File: src/rtl/uart_pkg.sv
// Shared types, constants and helpers for the 8N1 byte receiver.
package uart_pkg;

    // Receiver state encoding (2 bits).
    typedef enum logic [1:0] {
        ST_IDLE  = 2'd0,
        ST_START = 2'd1,
        ST_DATA  = 2'd2,
        ST_STOP  = 2'd3
    } uart_state_e;

    // ASCII characters of the "HELLO" sequence consumed downstream.
    localparam logic [7:0] CH_H = 8'h48;
    localparam logic [7:0] CH_E = 8'h45;
    localparam logic [7:0] CH_L = 8'h4C;
    localparam logic [7:0] CH_O = 8'h4F;

    // Clocks per bit, truncated.
    function automatic int calc_bit_cnt(input int clk_freq, input int baud);
        return clk_freq / baud;
    endfunction

    // Clocks from the start edge to the centre of the start bit.
    function automatic int calc_half_cnt(input int clk_freq, input int baud);
        return calc_bit_cnt(clk_freq, baud) / 2;
    endfunction

endpackage

File: src/rtl/uart_byte_rx_if.sv
// Serial-in / byte-out bundle of the UART receiver.
interface uart_byte_rx_if;
    logic       rx;
    logic [7:0] data;
    logic       data_valid;
    logic       frame_err;

    // Line driver / byte consumer side.
    modport master (
        output rx,
        input  data,
        input  data_valid,
        input  frame_err
    );

    // Receiver side.
    modport slave (
        input  rx,
        output data,
        output data_valid,
        output frame_err
    );
endinterface

File: src/rtl/rx_sync.sv
// N-flop synchronizer for an asynchronous input; resets to 1 (idle line).
// STAGES must be at least 2.
module rx_sync #(
    parameter int STAGES = 2
) (
    input  logic clk_i,
    input  logic rst_i,
    input  logic d_i,
    output logic q_o
);

    logic [STAGES-1:0] sync_q;

    // Shift the raw input through the metastability chain.
    always_ff @(posedge clk_i or posedge rst_i) begin
        if (rst_i) begin
            sync_q <= '1;
        end else begin
            sync_q <= {sync_q[STAGES-2:0], d_i};
        end
    end

    assign q_o = sync_q[STAGES-1];

endmodule

File: src/rtl/uart_byte_rx.sv
// 8N1 serial receiver: recovers bytes from rx, strobes data_valid on a good
// stop bit and frame_err on a bad one. Data is never updated on a bad frame.
module uart_byte_rx
    import uart_pkg::*;
#(
    parameter int CLK_FREQ = 50_000_000,
    parameter int BAUD     = 115200
) (
    input  logic           clk_50mhz,
    input  logic           rst,
    uart_byte_rx_if.slave  bus
);

    localparam int BIT_CNT  = calc_bit_cnt(CLK_FREQ, BAUD);
    localparam int HALF_CNT = calc_half_cnt(CLK_FREQ, BAUD);
    localparam int CNT_W    = $clog2(BIT_CNT);

    localparam logic [CNT_W-1:0] BIT_LAST  = CNT_W'(BIT_CNT - 1);
    localparam logic [CNT_W-1:0] HALF_LAST = CNT_W'(HALF_CNT - 1);

    localparam logic [1:0] IDLE  = ST_IDLE;
    localparam logic [1:0] START = ST_START;
    localparam logic [1:0] DATA  = ST_DATA;
    localparam logic [1:0] STOP  = ST_STOP;

    logic             rx_s;
    logic             rx_prev_q;
    logic [1:0]       settle_q;
    logic             fall;

    logic [1:0]       state_q,   state_d;
    logic [CNT_W-1:0] cnt_q,     cnt_d;
    logic [2:0]       bit_idx_q, bit_idx_d;
    logic [7:0]       shift_q,   shift_d;
    logic [7:0]       data_q,    data_d;
    logic             dv_q,      dv_d;
    logic             fe_q,      fe_d;

    rx_sync #(.STAGES(2)) u_rx_sync (
        .clk_i (clk_50mhz),
        .rst_i (rst),
        .d_i   (bus.rx),
        .q_o   (rx_s)
    );

    // Edge-detect register plus a settle counter: the synchronizer comes out
    // of reset holding 1, so edges are ignored until rx_prev_q holds a real
    // line sample. A line already low at reset release is therefore not a start.
    always_ff @(posedge clk_50mhz or posedge rst) begin
        if (rst) begin
            rx_prev_q <= 1'b1;
            settle_q  <= 2'd0;
        end else begin
            rx_prev_q <= rx_s;
            if (settle_q != 2'd3) begin
                settle_q <= settle_q + 2'd1;
            end
        end
    end

    assign fall = (settle_q == 2'd3) && rx_prev_q && !rx_s;

    // Next-state logic: FSM, bit-period counter, bit index and shift register.
    always_comb begin
        state_d   = state_q;
        cnt_d     = cnt_q;
        bit_idx_d = bit_idx_q;
        shift_d   = shift_q;
        data_d    = data_q;
        dv_d      = 1'b0;
        fe_d      = 1'b0;

        case (state_q)
            IDLE: begin
                if (fall) begin
                    state_d = START;
                    cnt_d   = '0;
                end
            end
            START: begin
                if (cnt_q == HALF_LAST) begin
                    cnt_d = '0;
                    if (!rx_s) begin
                        state_d   = DATA;
                        bit_idx_d = 3'd0;
                    end else begin
                        // Line back high at mid-start: a glitch, not a frame.
                        state_d = IDLE;
                    end
                end else begin
                    cnt_d = cnt_q + 1'b1;
                end
            end
            DATA: begin
                if (cnt_q == BIT_LAST) begin
                    cnt_d   = '0;
                    shift_d = {rx_s, shift_q[7:1]};
                    if (bit_idx_q == 3'd7) begin
                        state_d = STOP;
                    end else begin
                        bit_idx_d = bit_idx_q + 3'd1;
                    end
                end else begin
                    cnt_d = cnt_q + 1'b1;
                end
            end
            STOP: begin
                if (cnt_q == BIT_LAST) begin
                    // Leave at mid-stop so a following start edge is not missed.
                    cnt_d   = '0;
                    state_d = IDLE;
                    if (rx_s) begin
                        data_d = shift_q;
                        dv_d   = 1'b1;
                    end else begin
                        fe_d = 1'b1;
                    end
                end else begin
                    cnt_d = cnt_q + 1'b1;
                end
            end
            default: begin
                state_d = IDLE;
                cnt_d   = '0;
            end
        endcase
    end

    // State and output registers.
    always_ff @(posedge clk_50mhz or posedge rst) begin
        if (rst) begin
            state_q   <= IDLE;
            cnt_q     <= '0;
            bit_idx_q <= 3'd0;
            shift_q   <= 8'h00;
            data_q    <= 8'h00;
            dv_q      <= 1'b0;
            fe_q      <= 1'b0;
        end else begin
            state_q   <= state_d;
            cnt_q     <= cnt_d;
            bit_idx_q <= bit_idx_d;
            shift_q   <= shift_d;
            data_q    <= data_d;
            dv_q      <= dv_d;
            fe_q      <= fe_d;
        end
    end

    assign bus.data       = data_q;
    assign bus.data_valid = dv_q;
    assign bus.frame_err  = fe_q;

endmodule

File: src/flat_wrapper.sv
// flat-port wrapper written by rule: the top's interface ports become plain ports
module uart_byte_rx_flat import uart_pkg::*;
#(
    parameter int CLK_FREQ = 50_000_000,
    parameter int BAUD     = 115200
)
  (clk_50mhz, rst, bus_rx, bus_data, bus_data_valid, bus_frame_err);
  uart_byte_rx_if bus_i ();
  input  logic clk_50mhz;
  input  logic rst;
  input wire logic [$bits(bus_i.rx)-1:0] bus_rx;
  output wire logic [$bits(bus_i.data)-1:0] bus_data;
  output wire logic [$bits(bus_i.data_valid)-1:0] bus_data_valid;
  output wire logic [$bits(bus_i.frame_err)-1:0] bus_frame_err;
  assign bus_i.rx = bus_rx;
  assign bus_data = bus_i.data;
  assign bus_data_valid = bus_i.data_valid;
  assign bus_frame_err = bus_i.frame_err;
  uart_byte_rx #(.CLK_FREQ(CLK_FREQ), .BAUD(BAUD)) u_core (.clk_50mhz(clk_50mhz), .rst(rst), .bus(bus_i));
endmodule
File: config.mk
export PLATFORM = sky130hd
export DESIGN_NAME = uart_byte_rx_flat
export DESIGN_NICKNAME = d
export VERILOG_FILES = /design/src/rtl/uart_pkg.sv /design/src/rtl/uart_byte_rx_if.sv /design/src/rtl/rx_sync.sv /design/src/rtl/uart_byte_rx.sv /design/src/flat_wrapper.sv
export SDC_FILE = /design/constraint.sdc
export NUM_CORES = 1
export LEC_CHECK = 0
export CELL_PAD_IN_SITES_DETAIL_PLACEMENT = 2
export CELL_PAD_IN_SITES_GLOBAL_PLACEMENT = 2
export CORE_MARGIN = 3
export CORE_UTILIZATION = 41
export CTS_CLUSTER_SIZE = 40
export DETAILED_ROUTE_END_ITERATION = 6
export GPL_TIMING_DRIVEN = 1
export PLACE_DENSITY = 0.91
export SETUP_SLACK_MARGIN = 0.02
export SLEW_MARGIN = 40
export SYNTH_ARGS = -nofsm -noshare
export SYNTH_HDL_FRONTEND = slang
export SYNTH_SLANG_ARGS = --single-unit
File: constraint.sdc
create_clock -name clk_50mhz -period 6.7 [get_ports clk_50mhz]
set_clock_uncertainty 0.1 [all_clocks]
set_input_delay 1.005 -clock clk_50mhz [delete_from_list [all_inputs] [get_ports clk_50mhz]]
set_output_delay 1.005 -clock clk_50mhz [all_outputs]
set_load 0.005 [all_outputs]
== After elaboration in Yosys (flattened, before gate mapping) ==
Index checks and enable logic that the tools add are counted.

* Register bits after elaboration: 37
* Output and inout bits: 10
* Word-level logic and storage cells: 60
* Input bits: 3

* Reduce and logical (&&, ||, !) cells: 10
* Mux-type cells: 22
* Equal/unequal tests: 15
* $add $sub $neg: 3

{| class="wikitable"
|+ Operator list
! operator !! count
|-
| 2-to-1 mux 9 bit || 3
|-
| one-hot mux 9 bit (3 select lines) || 1
|-
| 2-to-1 mux 2 bit || 6
|-
| 2-to-1 mux 3 bit || 4
|-
| != test 2 x 1 -> 1 bit (second input constant) || 5
|-
| AND reduction 5 bit || 2
|-
| adder 9 x 1 -> 9 bit (second input constant) || 1
|-
| equality test 9 x 8 -> 1 bit (second input constant) || 1
|-
| equality test 9 bit (second input constant) || 1
|-
| one-hot mux 2 bit (4 select lines) || 1
|-
| equality test 2 bit (second input constant) || 3
|-
| 2-to-1 mux 1 bit || 6
|-
| != test 2 bit (second input constant) || 3
|-
| one-hot mux 3 bit (2 select lines) || 1
|-
| adder 3 x 1 -> 3 bit (second input constant) || 1
|-
| equality test 3 bit (second input constant) || 1
|-
| AND reduction 3 bit || 1
|-
| adder 2 x 1 -> 2 bit (second input constant) || 1
|-
| equality test 2 x 1 -> 1 bit (second input constant) || 1
|-
| logical AND 1 bit || 2
|-
| logical NOT 2 bit || 1
|-
| AND reduction 2 bit || 1
|-
| nonzero test 2 bit || 1
|-
| OR reduction 2 bit || 1
|-
| logical NOT 1 bit || 1
|}

== Logic depth before layout (Yosys ltp) ==
Gate-level depths: netlist of the first run.

* Word-level depth: 5
* Gate-level depth with buffers: 7
* Gate-level depth less buffers: 6

== By module ==
From an unflattened synthesis of the first run, not the netlist that was laid out.

* Cell total of the unflattened synthesis: 144
* Area total of the unflattened synthesis: 1695.4 µm²

{| class="wikitable"
|+ By module, submodules not included
! module !! times used !! area an instance (µm²) !! seq. area each (µm²) !! cells an instance
|-
| uart_byte_rx || 1 || 1639.1 || 877.1 || 141
|-
| rx_sync || 1 || 56.3 || 52.6 || 3
|}

== Least setup slack after synthesis of the first run ==
OpenSTA, ideal clock, no wires.

* Path kind: flip-flop to flip-flop
* From: register u_core.cnt_q[1]
* To: register u_core.data_q[0], in the netlist u_core.bus.data[0]
* Data arrival time: 1.918 ns
* Path buffers: 1
* Clock period less this slack: 2.143 ns
* Data required time: 6.475 ns
* Stages on the path, launching flop included: 8
* Library setup time: 0.125 ns
* Slack: 4.557 ns
* Path through: dfrtp_1 -> inv_1 -> ha_1 -> nand4_1 -> or4_1 -> buf_2 -> nor3_4 -> mux2_2

* Longest elaborated chain between the ends: 2

{| class="wikitable"
|+ RTL lines
! what !! line !! text
|-
| from (decl) || uart_byte_rx.sv:32 || <nowiki>logic [CNT_W-1:0] cnt_q, cnt_d;</nowiki>
|-
| from (signal assigned) || uart_byte_rx.sv:141 || <nowiki>cnt_q <= cnt_d;</nowiki>
|-
| equality test 9 bit || uart_byte_rx.sv:108 || <nowiki>if (cnt_q == BIT_LAST) begin</nowiki>
|-
| AND reduction 3 bit (no source line) || -- ||
|-
| to (signal assigned) || uart_byte_rx.sv:144 || <nowiki>data_q <= data_d;</nowiki>
|-
| to (decl) || uart_byte_rx.sv:35 || <nowiki>logic [7:0] data_q, data_d;</nowiki>
|}

No other way between the ends.
A chain may end at the register's enable or synchronous reset.

== Worst setup path in the final report of the first run ==
* From: register u_core.cnt_q[1]
* To: register u_core.shift_q[6]

* Longest elaborated chain between the ends: 2

{| class="wikitable"
|+ RTL lines
! what !! line !! text
|-
| equality test 9 bit || uart_byte_rx.sv:95 || <nowiki>if (cnt_q == BIT_LAST) begin</nowiki>
|-
| AND reduction 2 bit (no source line) || -- ||
|-
| to (signal assigned) || uart_byte_rx.sv:143 || <nowiki>shift_q <= shift_d;</nowiki>
|-
| to (decl) || uart_byte_rx.sv:34 || <nowiki>logic [7:0] shift_q, shift_d;</nowiki>
|}

No other way between the ends.

==> Flow_metrics.wiki, run 1 <==
{| class="wikitable"
! Metric !! Value
|-
| Global-route wire length before repair || 7.58 mm
|-
| Maximum fanout encountered on the critical timing path || 8
|-
| Number of levels the H-tree was split into || 2
|-
| Antenna violations before repair || 0
|-
| TritonCTS clock tree || done
|-
| Total length of routed wires || 4.34 mm
|-
| Number of enable-type register cells in the synthesized netlist || 0
|-
| Combined area of the multi-input logic cells || 704 µm²
|-
| Routed metal-1 wirelength || 1.79 mm
|-
| Number of setup buffers added after CTS || 0
|-
| Area growth syn-to-layout || 18.8%
|-
| Static leakage power || 0.915 nW
|-
| Synth Register Bits || 37
|-
| Met3 WL || 114 µm
|-
| Register area share after synthesis || 55.3%
|-
| Skew-Pair Late Insertion Delay || 300 ps
|-
| Die outline area || 0.00490 mm²
|-
| Synthesized cell area || 0.00168 mm²
|-
| Synth top area share || 50.6%
|-
| Yosys top cell by area || sky130_fd_sc_hd__dfrtp_1
|-
| Instance area after placement || 0.00186 mm²
|-
| Final critical-path setup slack || 4200 ps
|-
| Via count of the first global-routing pass || 1420
|-
| Mapped Cells || 145
|-
| Worst path arrival time || 2570 ps
|-
| Worst Hold Class || flip-flop to flip-flop
|-
| Final cycle utilization of the critical path || 37.3%
|-
| Area occupied by registers || 930 µm²
|-
| Worst-case headroom to the max-slew limit || 51.4%
|-
| Routed wirelength normalized by instance count || 20.5 µm
|-
| Fill cell instance count of the final layout || 379
|-
| Total of max-cap violations || 0
|-
| Ratio of total power to cell area || 299 mW/mm²
|-
| Flip-flop cell with the highest count after synthesis || sky130_fd_sc_hd__dfrtp_1
|-
| Core footprint || 0.00380 mm²
|-
| Top achievable clock speed || 0.400 GHz
|-
| Critical path required time || 6780 ps
|-
| Placement-stage worst setup slack || 4230 ps
|-
| Met2 WL post-DR || 2.28 mm
|-
| DIE HEIGHT || 70.0 µm
|-
| Part of the total power dissipated in sequential elements || 44.9%
|-
| Syn nets || 154
|-
| Status || finished, final reports clean
|-
| CTS Buf Count || 5
|-
| Routed via count divided by cell count || 5.58
|-
| Slew @ Worst Pin || 729 ps
|-
| Total count of max-transition violations in the final report || 0
|-
| Top-level I/O count || 13
|-
| Final #Nets || 172
|-
| CP cell instances || inv_1 > ha_1 > nand4_1 > or4_1 > nor2_2 > mux2_2
|-
| Post-synthesis area per instance || 11.6 µm²
|-
| Slowest cell on crit path || sky130_fd_sc_hd__or4_1
|-
| Post-route design area || 0.00200 mm²
|-
| Switching power share of the total || 28.8%
|-
| Final-layout setup total negative slack || 0 ps
|-
| Total half-perimeter wirelength after legalization and detailed placement || 3.06 mm
|-
| Final setup violation count || 0
|-
| Total clock sinks || 37
|-
| Horizontal die dimension || 70.0 µm
|-
| Antenna Cells || 0
|-
| Unrepaired setup endpoints after global routing || no
|-
| Switching power total || 0.172 mW
|-
| Fraction of registers with async set/reset || 100%
|-
| Max incr delay on CP || 570 ps
|-
| Clock transition at the register clock pins on the worst setup and hold paths after CTS || 70 ps
|-
| # resized after CTS || 0
|-
| Number of library cell types mapped by synthesis || 37
|-
| Total global routing overflow || 0
|-
| Ratio of cells with drive above 1 in the final layout || 20.1%
|-
| Starting Density || 44.2%
|-
| Cell types with the largest area share after synthesis || sky130_fd_sc_hd__dfrtp_1 51%, sky130_fd_sc_hd__mux2_2 11%, sky130_fd_sc_hd__dfstp_2 4.7%, sky130_fd_sc_hd__ha_1 4.5%, sky130_fd_sc_hd__nand2_1 4.0%
|-
| First DRT Iteration DRCs || 26
|-
| Global-route usage over all layers || 20.5%
|-
| Hold Violations, Final || 0
|-
| Count of input and output buffers || 12
|-
| Maximum buffer depth of the clock tree || 2
|-
| Total power || 0.597 mW
|-
| Warning count from the yosys run || 0
|-
| Internal Pwr Total || 0.425 mW
|-
| Hold bufs inserted after CTS || 0
|-
| Crit path kind || flip-flop to flip-flop
|-
| Maximum number of pins on one net before global-route repair || 38
|-
| Router iterations before antenna repair || 4
|-
| Total vias in the final route || 1184
|-
| Row Count || 22
|-
| Post-route non-filler standard cell count || 212
|-
| Gate power share || 16.8%
|-
| VDD IR-drop max || 0.196 mV
|-
| Placed instance count || 204
|-
| Share of total power in the clock network || 38.3%
|-
| RD Place Congestion || 0.839
|-
| Crit path time final || 2500 ps
|-
| Cell chosen for the clock root || sky130_fd_sc_hd__clkbuf_8
|-
| Capturing element type of the critical path || flip-flop
|-
| Launching element type of the critical path || flip-flop
|-
| Top routing layer used || met4
|-
| Antenna Violating Nets Remaining || 0
|-
| Remaining routing DRC violations || 0
|}
[placed cells by master (no fill, tap or decap), types with 2 or more instances in the layout]
master,instances
sky130_fd_sc_hd__xnor2_1,2
sky130_fd_sc_hd__dfrtp_1,34
sky130_fd_sc_hd__o22ai_1,4
sky130_fd_sc_hd__inv_1,9
sky130_fd_sc_hd__o21ai_0,9
sky130_fd_sc_hd__bufinv_16,2
sky130_fd_sc_hd__mux2i_1,2
sky130_fd_sc_hd__ha_1,6
sky130_fd_sc_hd__nor3_1,4
sky130_fd_sc_hd__buf_4,2
sky130_fd_sc_hd__clkdlybuf4s50_1,12
sky130_fd_sc_hd__nand2_1,18
sky130_fd_sc_hd__and2_1,2
sky130_fd_sc_hd__nor2b_1,3
sky130_fd_sc_hd__dfstp_2,3
sky130_fd_sc_hd__clkbuf_8,5
sky130_fd_sc_hd__mux2_2,17
sky130_fd_sc_hd__nand3_1,3
sky130_fd_sc_hd__nor2_1,6
[synth_stat cells, types with 2 or more instances]
library cell	instances
sky130_fd_sc_hd__nor3_1	4
sky130_fd_sc_hd__nor2b_1	3
sky130_fd_sc_hd__ha_1	6
sky130_fd_sc_hd__xnor2_1	2
sky130_fd_sc_hd__inv_1	9
sky130_fd_sc_hd__dfstp_2	3
sky130_fd_sc_hd__nor2_1	6
sky130_fd_sc_hd__and2_1	2
sky130_fd_sc_hd__nand2_1	18
sky130_fd_sc_hd__o22ai_1	4
sky130_fd_sc_hd__nand3_1	3
sky130_fd_sc_hd__clkbuf_1	2
sky130_fd_sc_hd__mux2_2	17
sky130_fd_sc_hd__o21ai_0	9
sky130_fd_sc_hd__mux2i_1	2
sky130_fd_sc_hd__dfrtp_1	34
[area by class of cell]
type | instances | area share, %
Tap cell | 48 | 3.01
Timing Repair Buffer | 14 | 6.77
Clock buffer | 5 | 3.45
Clock inverter | 3 | 3.26
Multi-Input combinational cell | 96 | 35.3
Sequential cell | 37 | 46.6
Inverter | 9 | 1.69
[layer usage]
metal | vias up | GRT usage, %
met5 | - | 0
met4 | 0 | 10.2
met3 | 14 | 5.90
met2 | 17 | 35.2
met1 | 610 | 23.2
li1 | 543 | -
[critical path, delay by kind of cell (launching register included)]
family / cells / cell delay [ps]
muxes: 1 / 410
and+or+nand+nor: 3 / 1150
DFF: 1 / 420
buffers and inverters: 1 / 130
adders and majority gates: 1 / 180
[flip-flops by register name (all words and copies together) (netlist names), named ones only]
| register | flops |
|---|---|
| u_core.cnt_q | 9 |
| u_core.bus.data | 8 |
| u_core.shift_q | 8 |
| u_core.bit_idx_q | 3 |
| u_core.settle_q | 2 |
| u_core.u_rx_sync.sync_q | 2 |
| u_core.bus.data_valid | 1 |
| u_core.bus.frame_err | 1 |
| u_core.rx_prev_q | 1 |
| u_core.state_q | 1 |
[power by group through the flow]
stage	logic, mW	clock network [mW]	registers [mW]
2_1_floorplan	0.0639	0	0.262
3_3_place_gp	0.0838	0	0.267
3_5_place_dp	0.0942	0	0.271
4_1_cts	0.100	0.236	0.268
5_1_grt	0.112	0.242	0.272
6_report	0.100	0.229	0.268
[stage by stage]
stage               util [%]  hold WS [ps]
floorplan                  -           245
global route            52.6           268
detailed placement      49.0           249
global placement        49.0           246
CTS                     52.6           260
finish                  52.6           258
[path summary, 6_finish.rpt]
| check | startpoint | endpoint | slack (ps) | cells past startpoint |
|---|---|---|---|---|
| max | u_core.cnt_q[1] | u_core.shift_q[6] | 4200 | 6 |
| min | u_core.u_rx_sync.sync_q[0] | u_core.u_rx_sync.sync_q[1] | 260 | 0 |
| max reg2reg | u_core.cnt_q[1] | u_core.shift_q[6] | 4200 | 6 |
| min reg2reg | u_core.u_rx_sync.sync_q[0] | u_core.u_rx_sync.sync_q[1] | 260 | 0 |
| max in group asynchronous | rst | u_core.rx_prev_q | 5130 | 3 |
| min in group asynchronous | rst | u_core.bus.data[7] | 1020 | 3 |
[logic make-up after synthesis]
group,Yosys count,synth area share [%]
AOI/OAI and AO/OA,23,9.53
buffers and inverters,12,2.75
adders and majority gates,6,4.47
and+or+nand+nor,44,13.1
DFF,37,55.3
muxes,20,13.3
xor gates and xnor gates,3,1.56
Note: power is estimated with default switching activity, not from simulation.
==> inputs of run 2 (changes only) <==
--- a/config.mk
+++ b/config.mk
@@ -8,11 +8,11 @@
 export CELL_PAD_IN_SITES_DETAIL_PLACEMENT = 2
 export CELL_PAD_IN_SITES_GLOBAL_PLACEMENT = 2
 export CORE_MARGIN = 3
-export CORE_UTILIZATION = 41
+export CORE_UTILIZATION = 35
 export CTS_CLUSTER_SIZE = 40
 export DETAILED_ROUTE_END_ITERATION = 6
 export GPL_TIMING_DRIVEN = 1
-export PLACE_DENSITY = 0.91
+export PLACE_DENSITY = 0.83
 export SETUP_SLACK_MARGIN = 0.02
 export SLEW_MARGIN = 40
 export SYNTH_ARGS = -nofsm -noshare
==> constraint.sdc (replaced) <==
create_clock -name clk_50mhz -period 2.17 [get_ports clk_50mhz]
set_clock_uncertainty 0.1 [all_clocks]
set_input_delay 0.3255 -clock clk_50mhz [delete_from_list [all_inputs] [get_ports clk_50mhz]]
set_output_delay 0.3255 -clock clk_50mhz [all_outputs]
set_load 0.005 [all_outputs]
==> run 2 against run 1 <==
  * The run now ends with setup timing left
  * Core utilization shrank 1.0 points
  * Fmax rose by 9.6%
  * Power grew to 3.4 times the previous value
  * Cell count up 14%
  * Critical path depth is 1 higher
  * Die area up 16%
  * Combinational power rose to 6.0 times the previous value
  * Setup slack lost 4300 ps
  * Sequential share of layout area decreased by 6.5 points
  * Hold slack got worse by 3.7 ps
  * Via count up 12%
  * Final area rose by 16%
  * Critical path type unchanged
  * Critical endpoint is now u_core.bit_idx_q[0]
  * Largest cell class unchanged
==> Flow_metrics.wiki, run 2 (synthesis results as in run 1) <==
{| class="wikitable"
! Metric !! Value
|-
| Crit Reg-Reg Startpoint || u_core.cnt_q[1] (unchanged)
|-
| Critical path launch point || u_core.cnt_q[1] (unchanged)
|-
| First DRT Iteration DRCs || 68 (was 26)
|-
| Worst path depth || 7 (was 6)
|-
| Router iterations before antenna repair || 4 (unchanged)
|-
| Antenna Cells || 0 (unchanged)
|-
| Routed wirelength normalized by instance count || 24.4 µm (was 20.5 µm)
|-
| Die outline area || 0.00567 mm² (was 0.00490 mm²)
|-
| Static leakage power || 1.06 nW (was 0.915 nW)
|-
| Routed via count divided by cell count || 5.50 (was 5.58)
|-
| Maximum fanout encountered on the critical timing path || 3 (was 8)
|-
| Combined area of the multi-input logic cells || 820 µm² (was 704 µm²)
|-
| Worst Hold Class || flip-flop to flip-flop (unchanged)
|-
| VDD IR-drop max || 0.457 mV (was 0.196 mV)
|-
| Via count of the first global-routing pass || 1506 (was 1420)
|-
| Antenna violations before repair || 0 (unchanged)
|-
| Global-route wire length before repair || 8.45 mm (was 7.58 mm)
|-
| Final setup violation count || 11 (was 0)
|-
| Remaining routing DRC violations || 0 (unchanged)
|-
| Reg-to-reg slack, setup || -110 ps (was 4200 ps)
|-
| Launching element type of the critical path || flip-flop (unchanged)
|-
| Area growth syn-to-layout || 38.1% (was 18.8%)
|-
| Count of input and output buffers || 12 (unchanged)
|-
| Commonest non-fill, non-tap cell in the layout || sky130_fd_sc_hd__dfrtp_1 (unchanged)
|-
| Post-route non-filler standard cell count || 241 (was 212)
|-
| Critical path's top delay family || simple AND/OR/NAND/NOR gates (unchanged)
|-
| TritonCTS clock tree || done (unchanged)
|-
| Status || finished, violations left (was finished, final reports clean)
|-
| Commonest cells after routing, fill and taps aside || 34 x sky130_fd_sc_hd__dfrtp_1, 20 x sky130_fd_sc_hd__buf_4, 18 x sky130_fd_sc_hd__nand2_1 (was 34 x sky130_fd_sc_hd__dfrtp_1, 18 x sky130_fd_sc_hd__nand2_1, 17 x sky130_fd_sc_hd__mux2_2)
|-
| Placed instance count || 222 (was 204)
|-
| Maximum buffer depth of the clock tree || 2 (unchanged)
|-
| WHS || 254 ps (was 258 ps)
|-
| Endpoint of the most critical setup path || u_core.bit_idx_q[0] (was u_core.shift_q[6])
|-
| Fill cell instance count of the final layout || 442 (was 379)
|-
| Total vias in the final route || 1326 (was 1184)
|-
| Crit path kind || flip-flop to flip-flop (unchanged)
|-
| Slowest cell on crit path || sky130_fd_sc_hd__or4_4 (was sky130_fd_sc_hd__or4_1)
|-
| Capturing element type of the critical path || flip-flop (unchanged)
|-
| Final-layout setup total negative slack || -398 ps (was 0 ps)
|-
| Biggest register || u_core.cnt_q (unchanged)
|-
| Top-level I/O count || 13 (unchanged)
|-
| R2r endpoint || u_core.bit_idx_q[0] (was u_core.shift_q[6])
|-
| Failing checks || setup timing
|-
| Total power || 2.05 mW (was 0.597 mW)
|-
| Ratio of total power to cell area || 884 mW/mm² (was 299 mW/mm²)
|-
| Final critical-path setup slack || -110 ps (was 4200 ps)
|-
| RD Place Congestion || 0.796 (was 0.839)
|-
| Total clock sinks || 37 (unchanged)
|-
| Global-route usage over all layers || 20.8% (was 20.5%)
|-
| Max incr delay on CP || 490 ps (was 570 ps)
|-
| Critical path required time || 2260 ps (was 6780 ps)
|-
| Ratio of cells with drive above 1 in the final layout || 34.9% (was 20.1%)
|-
| Worst-case headroom to the max-slew limit || 63.3% (was 51.4%)
|-
| Skew-Pair Late Insertion Delay || 300 ps (about the same)
|-
| Crit path time final || 2280 ps (was 2500 ps)
|-
| Hold bufs inserted after CTS || 0 (unchanged)
|-
| Total half-perimeter wirelength after legalization and detailed placement || 3.17 mm (was 3.06 mm)
|-
| Total of max-cap violations || 0 (unchanged)
|-
| Top achievable clock speed || 0.439 GHz (was 0.400 GHz)
|-
| Total global routing overflow || 0 (unchanged)
|-
| CTS Buf Count || 5 (unchanged)
|-
| Area occupied by registers || 930 µm² (unchanged)
|-
| Horizontal die dimension || 75.3 µm (was 70.0 µm)
|-
| Maximum number of pins on one net before global-route repair || 38 (unchanged)
|-
| Final #Nets || 197 (was 172)
|-
| Critical path buffers and inverters || 2 (was 1)
|-
| DIE HEIGHT || 75.3 µm (was 70.0 µm)
|-
| Clock transition at the register clock pins on the worst setup and hold paths after CTS || 80 ps (was 70 ps)
|-
| Slew @ Worst Pin || 550 ps (was 729 ps)
|-
| Total length of routed wires || 5.89 mm (was 4.34 mm)
|-
| Utilization after layout || 51.5% (was 52.6%)
|-
| Starting Density || 37.3% (was 44.2%)
|-
| Row Count || 24 (was 22)
|-
| CP cell instances || inv_2 > ha_4 > nand4_1 > or4_4 > buf_6 > o32a_1 > mux2_4 (was inv_1 > ha_1 > nand4_1 > or4_1 > nor2_2 > mux2_2)
|-
| Antenna Violating Nets Remaining || 0 (unchanged)
|-
| Core footprint || 0.00450 mm² (was 0.00380 mm²)
|-
| Cell chosen for the clock root || sky130_fd_sc_hd__clkbuf_8 (unchanged)
|-
| Worst path arrival time || 2370 ps (was 2570 ps)
|-
| Unrepaired setup endpoints after global routing || yes (was no)
|-
| Max reg flops || 9 (unchanged)
|-
| Number of levels the H-tree was split into || 2 (unchanged)
|-
| Min-delay src || u_core.u_rx_sync.sync_q[0] (unchanged)
|-
| Reg2Reg Depth || 7 (was 6)
|-
| Final cycle utilization of the critical path || 105% (was 37.3%)
|-
| Total count of max-transition violations in the final report || 0 (unchanged)
|-
| Hold Violations, Final || 0 (unchanged)
|}
==> run 2: cell types whose count changed in the layout (fill, tap and decap cells not counted), moves of 2 or more <==
cell	before	now
sky130_fd_sc_hd__ha_1	6	4
sky130_fd_sc_hd__mux2_2	17	1
sky130_fd_sc_hd__o21ai_1	0	5
sky130_fd_sc_hd__buf_4	2	20
sky130_fd_sc_hd__mux2_4	0	17
sky130_fd_sc_hd__o21ai_0	9	4
sky130_fd_sc_hd__buf_6	0	6
==> run 2: stage by stage <==
step | worst slack, ps | instance area (µm²)
global placement | 14.3 | 1990
finish | -110 | 2320
detailed placement | -74.4 | 1990
CTS | -53.1 | 2200
floorplan | 27.1 | 1680
global route | -145 | 2320
==> run 2: worst register-to-register path: stages, from the launching register on <==
cell	delay, ps
sky130_fd_sc_hd__dfrtp_1	410
sky130_fd_sc_hd__inv_2	80
sky130_fd_sc_hd__ha_4	120
sky130_fd_sc_hd__nand4_1	150
sky130_fd_sc_hd__or4_4	490
sky130_fd_sc_hd__buf_6	160
sky130_fd_sc_hd__o32a_1	340
sky130_fd_sc_hd__mux2_4	320
==> run 2: worst min-delay path by stage <==
stage	to	slack [ps]	cells after the start
4_1_cts	u_core.u_rx_sync.sync_q[1]	260	0
2_1_floorplan	u_core.u_rx_sync.sync_q[0]	230	0
5_1_grt	u_core.u_rx_sync.sync_q[1]	270	0
6_report	u_core.u_rx_sync.sync_q[1]	250	0
3_3_place_gp	u_core.u_rx_sync.sync_q[1]	250	0
3_5_place_dp	u_core.u_rx_sync.sync_q[1]	250	0
==> run 2: final cells by class <==
type | count | share of cell area (%)
Timing Repair Buffer | 39 | 15.2
Sequential cell | 37 | 40.1
Tap cell | 52 | 2.80
Clock inverter | 2 | 1.62
Inverter | 9 | 1.46
Multi-Input combinational cell | 96 | 35.3
Clock buffer | 6 | 3.56
==> run 2: timing repair <==
item	in CTS	in global routing
setup endpoints to repair	29	24
pin swaps	0	3
gates cloned	1	0
gates resized for setup	6	35
setup buffers	6	6
==> run 2: metal layers <==
layer	part of all wire, %	GRT usage (%)	vias up
li1	-	-	595
met1	42	26.2	688
met2	52	34.9	31
met3	2.6	4.35	12
met4	3.0	8.16	0
met5	0	0	-
==> run 2: power breakdown <==
| part | switching [mW] | internal (mW) | leakage [nW] |
|---|---|---|---|
| registers | 0.0631 | 0.742 | 0.489 |
| logic | 0.320 | 0.281 | 0.517 |
| clock network | 0.273 | 0.374 | 0.0574 |
| total | 0.656 | 1.40 | 1.06 |
